$ cat src/rtl/mp8_pkg.sv
// Shared definitions for the 8-bit register-file sequencer: opcodes,
// instruction field positions and the sequencer state encoding.
package mp8_pkg;

    localparam logic [1:0] OP_MOV  = 2'b00;
    localparam logic [1:0] OP_LDI  = 2'b01;
    localparam logic [1:0] OP_ADD  = 2'b10;
    localparam logic [1:0] OP_HALT = 2'b11;

    localparam int OPC_HI = 7;
    localparam int OPC_LO = 6;
    localparam int RD_HI  = 5;
    localparam int RD_LO  = 4;
    localparam int RS_HI  = 3;
    localparam int RS_LO  = 2;

    typedef enum logic [2:0] {
        ST_INIT,
        ST_IDLE,
        ST_FETCH_IMM,
        ST_MOV,
        ST_LDI,
        ST_ADD_A,
        ST_ADD_WB,
        ST_HALT
    } state_t;

endpackage

$ cat src/rtl/regfile_bus_sequencer_if.sv
// Instruction handshake plus register-file / databus control bundle.
// master = instruction source and datapath side, slave = the sequencer.
interface regfile_bus_sequencer_if #(
    parameter int DATA_W = 8,
    parameter int SEL_W  = 2
);
    logic [DATA_W-1:0] instr;
    logic              instr_valid;
    logic              instr_ready;
    logic              rf_clear;
    logic              rf_load;
    logic              rf_enable;
    logic [SEL_W-1:0]  rf_in_sel;
    logic [SEL_W-1:0]  rf_out_sel;
    logic [SEL_W-1:0]  rf_alu_sel;
    logic [DATA_W-1:0] imm_data;
    logic              imm_oe;
    logic              alu_latch_a;
    logic              alu_oe;
    logic              op_done;
    logic              halted;

    modport master (
        output instr, instr_valid,
        input  instr_ready, rf_clear, rf_load, rf_enable, rf_in_sel,
               rf_out_sel, rf_alu_sel, imm_data, imm_oe, alu_latch_a,
               alu_oe, op_done, halted
    );

    modport slave (
        input  instr, instr_valid,
        output instr_ready, rf_clear, rf_load, rf_enable, rf_in_sel,
               rf_out_sel, rf_alu_sel, imm_data, imm_oe, alu_latch_a,
               alu_oe, op_done, halted
    );

endinterface

$ cat src/rtl/regfile_bus_sequencer.sv
// Instruction sequencer for the 4x8 register file and shared databus.
// All outputs decode from registered state/fields; none depends on instr.
module regfile_bus_sequencer
    import mp8_pkg::*;
#(
    parameter int DATA_W = 8,
    parameter int SEL_W  = 2
) (
    input  logic                    clock,
    input  logic                    reset,
    regfile_bus_sequencer_if.slave  bus
);

    state_t            state_q, state_d;
    logic              started_q, started_d;
    logic              halt_seen_q, halt_seen_d;
    logic [SEL_W-1:0]  rd_q, rd_d;
    logic [SEL_W-1:0]  rs_q, rs_d;
    logic [SEL_W-1:0]  alu_sel_q, alu_sel_d;
    logic [DATA_W-1:0] imm_q, imm_d;
    logic              unused_instr_bits;

    assign unused_instr_bits = ^bus.instr[RS_LO-1:0];

    function automatic state_t decode_op(input logic [1:0] opc);
        state_t nxt;
        case (opc)
            OP_MOV:  nxt = ST_MOV;
            OP_LDI:  nxt = ST_FETCH_IMM;
            OP_ADD:  nxt = ST_ADD_A;
            default: nxt = ST_HALT;
        endcase
        return nxt;
    endfunction

    // started_q holds INIT for one visible cycle after reset release so the
    // register-file clear is seen by a running clock, never during reset.
    always_ff @(posedge clock or negedge reset) begin
        if (!reset) begin
            state_q     <= ST_INIT;
            started_q   <= 1'b0;
            halt_seen_q <= 1'b0;
            rd_q        <= '0;
            rs_q        <= '0;
            alu_sel_q   <= '0;
            imm_q       <= '0;
        end else begin
            state_q     <= state_d;
            started_q   <= started_d;
            halt_seen_q <= halt_seen_d;
            rd_q        <= rd_d;
            rs_q        <= rs_d;
            alu_sel_q   <= alu_sel_d;
            imm_q       <= imm_d;
        end
    end

    always_comb begin
        state_d     = state_q;
        started_d   = 1'b1;
        halt_seen_d = halt_seen_q;
        rd_d        = rd_q;
        rs_d        = rs_q;
        alu_sel_d   = alu_sel_q;
        imm_d       = imm_q;
        case (state_q)
            ST_INIT: begin
                if (started_q) state_d = ST_IDLE;
            end
            ST_IDLE: begin
                if (bus.instr_valid) begin
                    rd_d    = bus.instr[RD_HI:RD_LO];
                    rs_d    = bus.instr[RS_HI:RS_LO];
                    state_d = decode_op(bus.instr[OPC_HI:OPC_LO]);
                end
            end
            ST_FETCH_IMM: begin
                if (bus.instr_valid) begin
                    imm_d   = bus.instr;
                    state_d = ST_LDI;
                end
            end
            ST_MOV, ST_LDI, ST_ADD_WB: begin
                state_d = ST_IDLE;
            end
            ST_ADD_A: begin
                // Operand-B select updates only here so it holds between ADDs.
                alu_sel_d = rs_q;
                state_d   = ST_ADD_WB;
            end
            ST_HALT: begin
                halt_seen_d = 1'b1;
            end
            default: begin
                state_d = ST_INIT;
            end
        endcase
    end

    always_comb begin
        bus.instr_ready = (state_q == ST_IDLE) || (state_q == ST_FETCH_IMM);
        bus.rf_clear    = (state_q == ST_INIT) && started_q;
        bus.rf_load     = (state_q == ST_MOV) || (state_q == ST_LDI) ||
                          (state_q == ST_ADD_WB);
        bus.rf_enable   = (state_q == ST_MOV) || (state_q == ST_ADD_A);
        bus.rf_in_sel   = rd_q;
        bus.rf_out_sel  = (state_q == ST_ADD_A) ? rd_q : rs_q;
        bus.rf_alu_sel  = alu_sel_q;
        bus.imm_data    = imm_q;
        bus.imm_oe      = (state_q == ST_LDI);
        bus.alu_latch_a = (state_q == ST_ADD_A);
        bus.alu_oe      = (state_q == ST_ADD_WB);
        bus.op_done     = (state_q == ST_MOV) || (state_q == ST_LDI) ||
                          (state_q == ST_ADD_WB) ||
                          ((state_q == ST_HALT) && !halt_seen_q);
        bus.halted      = (state_q == ST_HALT);
    end

endmodule

$ cat src/flat_wrapper.sv
// flat-port wrapper written by rule: the top's interface ports become plain ports
module regfile_bus_sequencer_flat import mp8_pkg::*;
#(
    parameter int DATA_W = 8,
    parameter int SEL_W  = 2
)
  (clock, reset, bus_instr, bus_instr_valid, bus_instr_ready, bus_rf_clear, bus_rf_load, bus_rf_enable, bus_rf_in_sel, bus_rf_out_sel, bus_rf_alu_sel, bus_imm_data, bus_imm_oe, bus_alu_latch_a, bus_alu_oe, bus_op_done, bus_halted);
  regfile_bus_sequencer_if #(.DATA_W(DATA_W), .SEL_W(SEL_W)) bus_i ();
  input  logic clock;
  input  logic reset;
  input wire logic [$bits(bus_i.instr)-1:0] bus_instr;
  input wire logic [$bits(bus_i.instr_valid)-1:0] bus_instr_valid;
  output wire logic [$bits(bus_i.instr_ready)-1:0] bus_instr_ready;
  output wire logic [$bits(bus_i.rf_clear)-1:0] bus_rf_clear;
  output wire logic [$bits(bus_i.rf_load)-1:0] bus_rf_load;
  output wire logic [$bits(bus_i.rf_enable)-1:0] bus_rf_enable;
  output wire logic [$bits(bus_i.rf_in_sel)-1:0] bus_rf_in_sel;
  output wire logic [$bits(bus_i.rf_out_sel)-1:0] bus_rf_out_sel;
  output wire logic [$bits(bus_i.rf_alu_sel)-1:0] bus_rf_alu_sel;
  output wire logic [$bits(bus_i.imm_data)-1:0] bus_imm_data;
  output wire logic [$bits(bus_i.imm_oe)-1:0] bus_imm_oe;
  output wire logic [$bits(bus_i.alu_latch_a)-1:0] bus_alu_latch_a;
  output wire logic [$bits(bus_i.alu_oe)-1:0] bus_alu_oe;
  output wire logic [$bits(bus_i.op_done)-1:0] bus_op_done;
  output wire logic [$bits(bus_i.halted)-1:0] bus_halted;
  assign bus_i.instr = bus_instr;
  assign bus_i.instr_valid = bus_instr_valid;
  assign bus_instr_ready = bus_i.instr_ready;
  assign bus_rf_clear = bus_i.rf_clear;
  assign bus_rf_load = bus_i.rf_load;
  assign bus_rf_enable = bus_i.rf_enable;
  assign bus_rf_in_sel = bus_i.rf_in_sel;
  assign bus_rf_out_sel = bus_i.rf_out_sel;
  assign bus_rf_alu_sel = bus_i.rf_alu_sel;
  assign bus_imm_data = bus_i.imm_data;
  assign bus_imm_oe = bus_i.imm_oe;
  assign bus_alu_latch_a = bus_i.alu_latch_a;
  assign bus_alu_oe = bus_i.alu_oe;
  assign bus_op_done = bus_i.op_done;
  assign bus_halted = bus_i.halted;
  regfile_bus_sequencer #(.DATA_W(DATA_W), .SEL_W(SEL_W)) u_core (.clock(clock), .reset(reset), .bus(bus_i));
endmodule
$ cat config.mk
export PLATFORM = sky130hd
export DESIGN_NAME = regfile_bus_sequencer_flat
export DESIGN_NICKNAME = d
export VERILOG_FILES = /design/src/rtl/mp8_pkg.sv /design/src/rtl/regfile_bus_sequencer_if.sv /design/src/rtl/regfile_bus_sequencer.sv /design/src/flat_wrapper.sv
export SDC_FILE = /design/constraint.sdc
export NUM_CORES = 1
export LEC_CHECK = 0
export ABC_CLOCK_PERIOD_IN_PS = 2450
export CORE_UTILIZATION = 25
export DETAILED_ROUTE_END_ITERATION = 8
export GPL_TIMING_DRIVEN = 0
export PLACE_DENSITY = 0.53
export SYNTH_ARGS = -nofsm -noshare
export SYNTH_HDL_FRONTEND = slang
export SYNTH_SLANG_ARGS = --single-unit
$ cat constraint.sdc
create_clock -name clock -period 2.45 [get_ports clock]
set_clock_uncertainty 0.2 [all_clocks]
set_input_delay 0.49 -clock clock [delete_from_list [all_inputs] [get_ports clock]]
set_output_delay 0.49 -clock clock [all_outputs]
set_load 0.05 [all_outputs]
==> results.sh <==
export IMPL_antenna_found_initial=0
export IMPL_grt_overflow_total=0
export IMPL_final_area_mm2=0.001301
export IMPL_start_util=0.2632
export IMPL_grt_pass1_wl_um=2911
export IMPL_slew_headroom=0.4134
export IMPL_timing_final_crit_period_ns=2.348
export IMPL_core_area_mm2=0.003390
export IMPL_rsz0062_at_grt="no"
export IMPL_clkPwrFrac=0.308
export IMPL_numCtsBuffers=3
export IMPL_syn_avg_cell_area_um2=12.56
export IMPL_final_period_utilization=0.9586
export IMPL_drt_wirelength_per_cell_um=11.45
export IMPL_vias=677
export IMPL_hold_viol=0
export IMPL_hold_class="flip-flop to flip-flop"
export IMPL_fin_util=0.3839
export IMPL_die_w_um=61.74
export IMPL_hold_buffers=0
export IMPL_synthSimpleGateAreaFrac=0.1739
export IMPL_synth_ff_type="dfrtp_1"
export IMPL_powerDensity_mw_per_mm2=378.4
export IMPL_nFillCells=354
export IMPL_layout_setup_ws_ns=0.1015
export IMPL_cp_top_family="buffers and inverters"
export IMPL_yosysWarnings=0
export IMPL_worst_path_buf_inv=2
export IMPL_multi_input_area_um2=389.1
export IMPL_switching_share=0.2031
export IMPL_antenna_diode_count=0
export IMPL_p_switching_uw=100.0
export IMPL_die_h_um=61.74
export IMPL_end_kind="output pin"
export IMPL_synth_nets=82
export IMPL_grt_pass1_vias=646
export IMPL_fin_tns_setup_ns=0
export IMPL_clock_sinks=19
export IMPL_portBuffers=33
export IMPL_internal_power_uw=392.4
export IMPL_p_seq_frac=0.639
export IMPL_drt_initial_drc_count=21
export IMPL_ios=34
export IMPL_clockBufferDepth=2
export IMPL_floorplan_rows=21
export IMPL_synth_edf_count=0
export IMPL_synth_yosys_seq_area_share=0.5330
export IMPL_gp_congestion=0.7972
export IMPL_setup_viol=0
export IMPL_synth_compound_area_frac=0.02665
export IMPL_cp_slowest_cell="dlygate4sd2_1"
export IMPL_worstMarginPinSlew_ns=0.8771
export IMPL_slowest_delay_ns=0.52
export IMPL_placed_area_mm2=0.001286
export IMPL_drc=0
export IMPL_fmaxAchievable_mhz=425.8
export IMPL_synthMuxAreaShare=0.2020
export IMPL_finalNetCount=122
export IMPL_grt_max_degree=20
export IMPL_dp_slack_ns=-0.1962
export IMPL_total_power_uw=492.4
export IMPL_clkLatencyLatePin_ns=0.28
export IMPL_drv_slew=0
export IMPL_ir_drop_mv=0.3175
export IMPL_critPathMaxFanout=10
export IMPL_die_area_mm2=0.003811
export IMPL_critPathKind="flip-flop to output pin"
export IMPL_dpl_hpwl_um=1312
export IMPL_first_pass_iters=3
export IMPL_crit_required_ns=1.76
export IMPL_area_delta_synth_final_pct=45.86
export IMPL_crit_path_cell_trace="buf_2 -> and3b_2 -> dlygate4sd2_1"
export IMPL_synth_cell_types=25
export IMPL_htree_levels=1
export IMPL_synth_xor_area_frac=0.01964
export IMPL_drv_cap=0
export IMPL_track_usage=0.1052
export IMPL_regArea_um2=475.5
export IMPL_async_flop_share=1.000
export IMPL_detail_route_antenna_nets=0
export IMPL_leakagePower_uw=0.0006098
export IMPL_final_layout_size_suffix_gt1_frac=0.3455
export IMPL_status="complete, no violations"
export IMPL_ys_ff_latch=19
export IMPL_clk_pin_slew_ns=0.10
export IMPL_postSynthCellCount=71
export IMPL_cp_arrival_ns=1.66
export IMPL_synthesis_area_um2=892.1
export IMPL_synth_top_family_by_area="multiplexers"
export IMPL_vias_per_cell=4.340
export IMPL_cts_tree="built"
export IMPL_start_kind="flip-flop"
export IMPL_clockRootBuffer="clkbuf_4"
export IMPL_synthAdderAreaFrac=0
export IMPL_comb_power_share=0.053
export IMPL_wl_um=1786
## layout by cell type (no fill, tap or decap), types with 2 or more instances in the layout
cell type | netlist | routed
nand3_1 | 3 | 3
nand2_1 | 5 | 4
dlygate4sd2_1 | 0 | 4
clkdlybuf4s50_1 | 0 | 22
dfrtp_1 | 19 | 19
mux2_2 | 16 | 16
and2_1 | 2 | 2
buf_2 | 2 | 2
nor2_1 | 2 | 2
clkbuf_4 | 0 | 5
nand2b_1 | 3 | 3
buf_4 | 0 | 2
buf_6 | 2 | 3
clkbuf_2 | 0 | 4
## stage by stage
stage	hold WS (ns)	cells
3_3_place_gp	0.2647	150
5_1_grt	0.3407	156
2_1_floorplan	-0.005591	71
6_report	0.2830	156
4_1_cts	0.2930	154
3_5_place_dp	0.2631	150
## registers in the layout, indices dropped and copies added (netlist names)
signal,count
u_core.bus.imm_data,8
u_core.state_q,3
u_core.bus.rf_alu_sel,2
u_core.bus.rf_in_sel,2
u_core.rs_q,2
u_core.halt_seen_q,1
u_core.started_q,1
## power by group through the flow
stage / combinational [µW] / clock [µW] / sequential, µW
finish: 25.9 / 152 / 315
floorplan: 1.54 / 0 / 321
global placement: 26.0 / 0 / 321
CTS: 26.5 / 162 / 315
detailed placement: 26.5 / 0 / 321
global route: 28.5 / 179 / 315
## synthesized netlist by cell type (2+ instances only)
cell / n / share of area
mux2_2: 16 / 0.20
o21ai_0: 2 / 0.011
buf_2: 2 / 0.011
dfrtp_1: 19 / 0.53
and2_1: 2 / 0.014
nand3_1: 3 / 0.017
buf_6: 2 / 0.025
nor2_1: 2 / 0.0084
nand2b_1: 3 / 0.021
nand2_1: 5 / 0.021
## per-layer routing
metal,part of all wire,global-route usage,vias to the layer above,routed length (µm)
met5,0,0,-,0
met4,0,0.03810,0,0
met3,0.063,0.02277,0,113
met2,0.47,0.1705,26,843
met1,0.46,0.1389,330,829
li1,-,-,321,-
## worst paths after layout
| kind | startpoint | endpoint | slack [ns] | depth (start not counted) |
|---|---|---|---|---|
| max in group asynchronous | reset | u_core.state_q[1] | 1.02 | 1 |
| worst min-delay path | u_core.halt_seen_q | u_core.halt_seen_q | 0.28 | 1 |
| worst max register to register | u_core.state_q[2] | u_core.bus.rf_alu_sel[1] | 0.90 | 5 |
| worst max-delay path | u_core.state_q[0] | bus_alu_oe | 0.10 | 3 |
| min in group asynchronous | reset | u_core.bus.imm_data[0] | 0.49 | 1 |
| worst min register to register | u_core.halt_seen_q | u_core.halt_seen_q | 0.28 | 1 |
## layout make-up
cell class / count / area share
inverter: 1 / 0.002885
clock buffer: 4 / 0.02019
timing repair buffer: 35 / 0.2385
tap: 46 / 0.04423
multi-input combinational: 47 / 0.2990
sequential: 19 / 0.3654
buffer: 4 / 0.02981
## kinds of logic after synthesis
group	Yosys count
simple gates	24
flops	19
mux	16
buf+inv	5
compound gates	4
xor+xnor	2
other cells	1
## worst register-to-register path: cells and delay by family (launching register included)
family                 cells  cell delay, ns
multiplexers               1            0.31
buffers and inverters      2            0.28
AND/OR/NAND/NOR            2            0.27
flip-flops                 1            0.39
## what timing repair did
action,4_1_cts,5_1_grt
resized for setup,18,18
setup buffers,0,2
pin swaps,0,1
setup endpoints to repair,11,9
(Power assumes the default switching activity.)
